[config.mk]
export PLATFORM = sky130hd
export DESIGN_NAME = cla_pipe_adder_flat
export DESIGN_NICKNAME = d
export VERILOG_FILES = /design/src/rtl/cla_pipe_adder_if.sv /design/src/rtl/cla_pipe_adder.sv /design/src/flat_wrapper.sv
export SDC_FILE = /design/constraint.sdc
export NUM_CORES = 1
export LEC_CHECK = 0
export BUFFER_PORTS_ARGS = -buffer_cell sky130_fd_sc_hd__buf_2
export CAP_MARGIN = 0
export CORE_MARGIN = 1.5
export CORE_UTILIZATION = 40
export CTS_BUF_LIST = sky130_fd_sc_hd__clkbuf_16
export DETAILED_ROUTE_END_ITERATION = 6
export PLACE_DENSITY = 0.58
export REMOVE_ABC_BUFFERS = 1
export SKIP_CTS_REPAIR_TIMING = 1
export SLEW_MARGIN = 20
export SYNTH_ARGS = -nofsm -noshare
export SYNTH_HDL_FRONTEND = slang
export SYNTH_SLANG_ARGS = --single-unit
[constraint.sdc]
create_clock -name clk -period 3.5 [get_ports clk]
set_input_delay 0.175 -clock clk [delete_from_list [all_inputs] [get_ports clk]]
set_output_delay 0.175 -clock clk [all_outputs]
set_load 0.005 [all_outputs]
[src/rtl/cla_pipe_adder_if.sv]
// ---------------------------------------------------------------------------
// cla_pipe_adder_if : operand/result bundle for the pipelined CLA adder
// Rev 1.0
// ---------------------------------------------------------------------------
`default_nettype none

interface cla_pipe_adder_if #(
  parameter int WIDTH = 16
);
  logic             load;
  logic [WIDTH-1:0] A;
  logic [WIDTH-1:0] B;
  logic             Cin;
  logic             sub;
  logic [WIDTH:0]   Q;
  logic             q_valid;
  logic             ovf;
  logic             zero;

  modport master (
    output load, A, B, Cin, sub,
    input  Q, q_valid, ovf, zero
  );

  modport slave (
    input  load, A, B, Cin, sub,
    output Q, q_valid, ovf, zero
  );
endinterface

`default_nettype wire

[src/rtl/cla_pipe_adder.sv]
// ---------------------------------------------------------------------------
// cla_pipe_adder : two-stage pipelined group-lookahead adder/subtractor
// Rev 1.0
// ---------------------------------------------------------------------------
`default_nettype none

module cla_pipe_adder #(
  parameter int WIDTH = 16,
  parameter int GROUP = 4
) (
  input  wire logic         clk,
  input  wire logic         rst,
  cla_pipe_adder_if.slave   io_bus
);

  localparam int c_NGRP = WIDTH / GROUP;

  if (WIDTH % GROUP != 0) begin : g_width_check
    $error("cla_pipe_adder: WIDTH must be a multiple of GROUP");
  end

  // Stage 1 combinational: operand conditioning, bit and group P/G
  logic [WIDTH-1:0]  w_bm;
  logic [WIDTH-1:0]  w_p;
  logic [WIDTH-1:0]  w_g;
  logic [c_NGRP-1:0] w_gp;
  logic [c_NGRP-1:0] w_gg;

  always_comb begin
    logic v_gen;
    v_gen = 1'b0;
    w_bm  = io_bus.sub ? ~io_bus.B : io_bus.B;
    w_p   = io_bus.A ^ w_bm;
    w_g   = io_bus.A & w_bm;
    w_gp  = '0;
    w_gg  = '0;
    for (int j = 0; j < c_NGRP; j++) begin
      w_gp[j] = &w_p[j*GROUP +: GROUP];
      v_gen   = 1'b0;
      for (int b = 0; b < GROUP; b++) begin
        v_gen = w_g[j*GROUP+b] | (w_p[j*GROUP+b] & v_gen);
      end
      w_gg[j] = v_gen;
    end
  end

  // Only the operand sign bits are needed beyond p/g for the overflow flag
  logic              r_v1;
  logic [WIDTH-1:0]  r_p;
  logic [WIDTH-1:0]  r_g;
  logic [c_NGRP-1:0] r_gp;
  logic [c_NGRP-1:0] r_gg;
  logic              r_cin;
  logic              r_a_msb;
  logic              r_bm_msb;

  // Stage 2 combinational: group carries, then in-group carries and sum
  logic [c_NGRP:0]   w_c;
  logic [WIDTH-1:0]  w_sum;
  logic              w_ovf;
  logic              w_zero;

  always_comb begin
    logic v_carry;
    v_carry = 1'b0;
    w_c     = '0;
    w_c[0]  = r_cin;
    for (int j = 0; j < c_NGRP; j++) begin
      w_c[j+1] = r_gg[j] | (r_gp[j] & w_c[j]);
    end
    w_sum = '0;
    for (int j = 0; j < c_NGRP; j++) begin
      v_carry = w_c[j];
      for (int b = 0; b < GROUP; b++) begin
        w_sum[j*GROUP+b] = r_p[j*GROUP+b] ^ v_carry;
        v_carry          = r_g[j*GROUP+b] | (r_p[j*GROUP+b] & v_carry);
      end
    end
    w_ovf  = (r_a_msb == r_bm_msb) && (w_sum[WIDTH-1] != r_a_msb);
    w_zero = (w_sum == '0);
  end

  logic [WIDTH:0] r_q;
  logic           r_q_valid;
  logic           r_ovf;
  logic           r_zero;

  always_ff @(posedge clk) begin
    if (rst) begin
      r_v1      <= 1'b0;
      r_p       <= '0;
      r_g       <= '0;
      r_gp      <= '0;
      r_gg      <= '0;
      r_cin     <= 1'b0;
      r_a_msb   <= 1'b0;
      r_bm_msb  <= 1'b0;
      r_q       <= '0;
      r_q_valid <= 1'b0;
      r_ovf     <= 1'b0;
      r_zero    <= 1'b0;
    end else begin
      r_v1 <= io_bus.load;
      if (io_bus.load) begin
        r_p      <= w_p;
        r_g      <= w_g;
        r_gp     <= w_gp;
        r_gg     <= w_gg;
        r_cin    <= io_bus.Cin;
        r_a_msb  <= io_bus.A[WIDTH-1];
        r_bm_msb <= w_bm[WIDTH-1];
      end
      r_q_valid <= r_v1;
      if (r_v1) begin
        r_q    <= {w_c[c_NGRP], w_sum};
        r_ovf  <= w_ovf;
        r_zero <= w_zero;
      end
    end
  end

  assign io_bus.Q       = r_q;
  assign io_bus.q_valid = r_q_valid;
  assign io_bus.ovf     = r_ovf;
  assign io_bus.zero    = r_zero;

endmodule

`default_nettype wire

[src/flat_wrapper.sv]
// flat-port wrapper written by rule: the top's interface ports become plain ports
module cla_pipe_adder_flat 
#(
  parameter int WIDTH = 16,
  parameter int GROUP = 4
)
  (clk, rst, io_bus_load, io_bus_A, io_bus_B, io_bus_Cin, io_bus_sub, io_bus_Q, io_bus_q_valid, io_bus_ovf, io_bus_zero);
  cla_pipe_adder_if #(.WIDTH(WIDTH)) io_bus_i ();
  input  wire logic clk;
  input  wire logic rst;
  input wire logic [$bits(io_bus_i.load)-1:0] io_bus_load;
  input wire logic [$bits(io_bus_i.A)-1:0] io_bus_A;
  input wire logic [$bits(io_bus_i.B)-1:0] io_bus_B;
  input wire logic [$bits(io_bus_i.Cin)-1:0] io_bus_Cin;
  input wire logic [$bits(io_bus_i.sub)-1:0] io_bus_sub;
  output wire logic [$bits(io_bus_i.Q)-1:0] io_bus_Q;
  output wire logic [$bits(io_bus_i.q_valid)-1:0] io_bus_q_valid;
  output wire logic [$bits(io_bus_i.ovf)-1:0] io_bus_ovf;
  output wire logic [$bits(io_bus_i.zero)-1:0] io_bus_zero;
  assign io_bus_i.load = io_bus_load;
  assign io_bus_i.A = io_bus_A;
  assign io_bus_i.B = io_bus_B;
  assign io_bus_i.Cin = io_bus_Cin;
  assign io_bus_i.sub = io_bus_sub;
  assign io_bus_Q = io_bus_i.Q;
  assign io_bus_q_valid = io_bus_i.q_valid;
  assign io_bus_ovf = io_bus_i.ovf;
  assign io_bus_zero = io_bus_i.zero;
  cla_pipe_adder #(.WIDTH(WIDTH), .GROUP(GROUP)) u_core (.clk(clk), .rst(rst), .io_bus(io_bus_i));
endmodule
# Word level (Yosys, flattened, before mapping)
# Cells that the tools add are included.
word_totals:
  reg_bits: 63
  input_bits: 37
  output_inout_bits: 20
  word_cells: 96
op_classes:
  n_eq_ne: 2
  n_mux: 1
  bitwise_logic: 75
  reduce_logical: 6
ops:
  columns: ["cell", "n"]
  rows:
  - ["1-bit AND", 28]
  - ["1-bit bitwise OR", 28]
  - ["16-bit AND", 1]
  - ["16-bit logical NOT", 1]
  - ["16-bit 2-to-1 mux", 1]
  - ["16-bit inverter", 1]
  - ["4-bit AND reduction", 4]
  - ["1-bit bitwise XOR", 16]
  - ["16-bit bitwise XOR", 1]
  - ["1-bit == test", 1]
  - ["1-bit logical AND", 1]
  - ["1-bit inequality test", 1]

# Logic depth before layout (Yosys ltp)
depth:
  word_depth: 15
  depth_mapped: 12
  ltp_nobuf: 12

# Worst setup path after synthesis
# Ideal clock, no wire load.
synth_timing:
  path_kind: "register to register"
  from: "register u_core.r_cin"
  to: "register u_core.r_zero (netlist: u_core.io_bus.zero)"
  setup_ns: 0.092
  arrival_time_ns: 2.677
  required_time_ns: 3.408
  setup_slack_ns: 0.731
  stages_incl_launch_ff: 13
  n_path_buf: 0
  synth_period_minus_slack_ns: 2.769
  path_cell_list: "dfxtp_1 -> a21o_1 -> a21o_1 -> a21o_1 -> ha_1 -> or2_2 -> ha_1 -> or2_2 -> ha_1 -> nor2_1 -> xnor2_1 -> or4_1 -> o32ai_1"
synth_between:
  elab_chain_cells: 14
  word_cells_on_any_way: 47
  classes_between: "46 x bitwise; 1 x reduce/logical"
synth_lines:
  columns: ["item", "line_no", "rtl"]
  rows:
  - ["start: declaration", "cla_pipe_adder.sv:53", "logic r_cin;"]
  - ["start signal: assignment", "cla_pipe_adder.sv:109", "r_cin <= io_bus.Cin;"]
  - ["1-bit AND", "cla_pipe_adder.sv:69", "w_c[j+1] = r_gg[j] | (r_gp[j] & w_c[j]);"]
  - ["1-bit bitwise OR", "cla_pipe_adder.sv:69", null]
  - ["1-bit AND", "cla_pipe_adder.sv:69", null]
  - ["1-bit bitwise OR", "cla_pipe_adder.sv:69", null]
  - ["1-bit AND", "cla_pipe_adder.sv:69", null]
  - ["1-bit bitwise OR", "cla_pipe_adder.sv:69", null]
  - ["1-bit AND", "cla_pipe_adder.sv:76", "v_carry = r_g[j*GROUP+b] | (r_p[j*GROUP+b] & v_carry);"]
  - ["1-bit bitwise OR", "cla_pipe_adder.sv:76", null]
  - ["1-bit AND", "cla_pipe_adder.sv:76", null]
  - ["1-bit bitwise OR", "cla_pipe_adder.sv:76", null]
  - ["1-bit AND", "cla_pipe_adder.sv:76", null]
  - ["1-bit bitwise OR", "cla_pipe_adder.sv:76", null]
  - ["1-bit bitwise XOR", "cla_pipe_adder.sv:75", "w_sum[j*GROUP+b] = r_p[j*GROUP+b] ^ v_carry;"]
  - ["16-bit logical NOT *", "cla_pipe_adder.sv:80", "w_zero = (w_sum == '0);"]
  - ["end signal: assignment", "cla_pipe_adder.sv:117", "r_zero <= w_zero;"]
  - ["end: declaration", "cla_pipe_adder.sv:86", "logic r_zero;"]
# Mark *: on every way between the ends. The rest lies on a longest branch, timed or not.
# A chain may end at the register's enable or synchronous reset.

# Worst setup path after layout
# Same ends and word-level chain as after synthesis.

==> results.json <==
{
  "status": "complete, no violations",
  "finalNetCount": 403,
  "drt_iter0_markers": 73,
  "slew_headroom": 0.3467,
  "clockRootBuffer": "clkbuf_16",
  "holdWs_ps": 112.6,
  "start_util": 0.4169,
  "setup_viol": 0,
  "p_per_area_nw_per_um2": 515.1,
  "dpl.hpwl_um": 4285,
  "cts_sinks": 60,
  "die_y_um": 87.62,
  "hold_path_class": "in -> reg",
  "first_pass_iters": 4,
  "setup_tns_ps": 0,
  "hold_viol": 0,
  "yosysSeqAreaShare": 0.4194,
  "grt_pass1_wl_um": 9846,
  "cts_buffers": 9,
  "place.gp.congestion": 0.7353,
  "vias_per_cell": 4.790,
  "die-width_um": 87.62,
  "worstSkewPairLatency_ps": 320,
  "yosysWarnings": 0,
  "ys_seq_elements": 60,
  "area_growth_pct": 20.88,
  "drc_errors": 0,
  "rsz0062_at_grt": "no",
  "io_pins": 57,
  "htreeDepth": 3,
  "required_ps": 3730,
  "synth_area_sq_um": 2864,
  "fin_ws_ps": 538.2,
  "fin_crit_sh": 0.8462,
  "portBuffers": 56,
  "placed_cells": 423,
  "slew_violations": 0,
  "antenna_found_initial": 0,
  "cts_buffer_depth": 2,
  "clk_pin_slew_worst_paths_ps": 50,
  "synth_area_per_cell_sq_um": 10.05,
  "grt_overflow": 0,
  "grt_pass1_vias": 2061,
  "endpoint_kind": "register",
  "wl_per_cell_um": 13.59,
  "crit_fanout": 4,
  "die_area_sq_um": 7676,
  "criticalPathCategory": "reg -> reg",
  "ant_nets": 0,
  "period_needed_ps": 2962,
  "n_antenna_cell": 0,
  "worst_pin_slew_ps": 978.7,
  "via_count": 2098,
  "fin_skew_ps": 6.832,
  "vdd_drop_max_mv": 0.2595,
  "core_sq_um": 6869,
  "track_usage": 0.1715,
  "std_cell_rows": 30,
  "drive_above_1_share": 0.2310,
  "cts_tree": "done",
  "synth_cells": 285,
  "fin_cells": 438,
  "start_kind": "register",
  "worst_ep_arrival_time_ps": 3190,
  "cap_viol_max_count": 0,
  "p_leak_uw": 0.001762,
  "grt_max_degree": 43,
  "ys_types": 24,
  "drt-total-wl_um": 5953,
  "fmax_mhz": 337.6,
  "place_ws_ps": 571.6
}
==> flip-flops by register name, indices dropped and copies added (netlist names) <==
register,flops
u_core.io_bus.Q,17
u_core.r_p,16
u_core.r_g,12
u_core.r_gg,4
u_core.r_gp,4
u_core.io_bus.ovf,1
u_core.io_bus.q_valid,1
u_core.io_bus.zero,1
u_core.r_a_msb,1
u_core.r_bm_msb,1
u_core.r_cin,1
u_core.r_v1,1
==> through the flow <==
stage	area (sq um)	util	total power (uW)
5_1_grt	3462	0.5040	1887
2_1_floorplan	2789	-	939.5
3_3_place_gp	3212	0.4676	1056
4_1_cts	3462	0.5040	1805
6_report	3462	0.5040	1783
3_5_place_dp	3212	0.4676	1058
==> placed cells by master, fill, tap and decap left out <==
cell / Yosys / layout
a211oi_1: 5 / 5
a21o_1: 11 / 11
a21oi_1: 4 / 4
a311oi_1: 1 / 1
and4_1: 4 / 4
buf_2: 9 / 56
buf_4: 0 / 3
clkbuf_16: 0 / 9
clkinv_1: 0 / 2
clkinv_2: 0 / 2
dfxtp_1: 60 / 60
ha_1: 28 / 28
inv_1: 2 / 4
mux2i_1: 51 / 51
nand2_1: 1 / 1
nand3b_1: 1 / 1
nand4_1: 1 / 1
nor2_1: 63 / 63
nor2_2: 1 / 1
nor2b_1: 1 / 1
nor4_1: 3 / 3
o31a_1: 1 / 1
o32ai_1: 1 / 1
or2_2: 8 / 8
or4_1: 1 / 1
xnor2_1: 4 / 4
xor2_1: 16 / 16
==> synth_stat cells, drive strengths merged <==
master  count  area, sq um
o32ai       1        8.760
buf         9        45.04
mux2i      51        510.5
dfxtp      60         1201
nor2       64        242.7
a21oi       4        20.02
clkbuf      8        30.03
nor2b       1        6.260
inv         2        7.510
xor2       16        140.1
a211oi      5        37.54
ha         28        350.3
a21o       11        82.58
a311oi      1        8.760
nand4       1        6.260
or4         1        7.510
nor4        3        18.77
nand3b      1        7.510
o31a        1        8.760
and4        4        35.03
nand2       1        3.750
xnor2       4        35.03
or2         8        50.05
==> critical path, cell delays in order, from the launching register on <==
cell and delay, ps:
dfxtp_1 320, a21o_1 200, a21o_1 210, a21o_1 200
ha_1 190, or2_2 270, ha_1 180, or2_2 270
ha_1 190, nor2_1 110, xnor2_1 120, or4_1 490
o32ai_1 120
==> kinds of logic (layout without fill, tap and decap cells) <==
kind of cell             after synthesis  in the layout  synth area share
flip-flops                            60             60            0.4194
AO/OA/AOI/OAI                         23             23           0.05811
adder cells (fa/ha/maj)               28             28            0.1223
XOR/XNOR                              20             20           0.06116
buffers and inverters                 19             76           0.02883
AND/OR/NAND/NOR                       84             84            0.1319
multiplexers                          51             51            0.1782
==> power breakdown <==
part	internal (uW)	leakage, uW	switching (uW)	total [uW]
clock network	460	0.000133	282	742
registers	730	0.000491	29.4	759
logic	139	0.00114	143	282
==> path summary, 6_finish.rpt <==
kind                      startpoint                 end  slack [ps]  cells past startpoint
hold reg to reg   u_core.io_bus.Q[2]  u_core.io_bus.Q[2]         490                      2
setup / recovery        u_core.r_cin  u_core.io_bus.zero         540                     12
setup reg to reg        u_core.r_cin  u_core.io_bus.zero         540                     12
hold / removal            io_bus_Cin        u_core.r_cin         110                      3
==> final cells by class <==
class | count | area (sq um)
clock buffers | 9 | 225.2
multi-input cells | 206 | 1580
repair buffers | 59 | 302.8
flip-flops and latches | 60 | 1201
fillers | 664 | 3407
inverters | 2 | 7.507
well taps | 96 | 120.1
clock inverters | 6 | 25.02
==> layer usage <==
metal	share of wire	wire length, um	track usage
met5	0	0	0
met4	0.015	89	0.06494
met3	0.051	306	0.06126
met2	0.44	2608	0.2615
met1	0.50	2949	0.2232
Power figures use the tool's default switching activity.
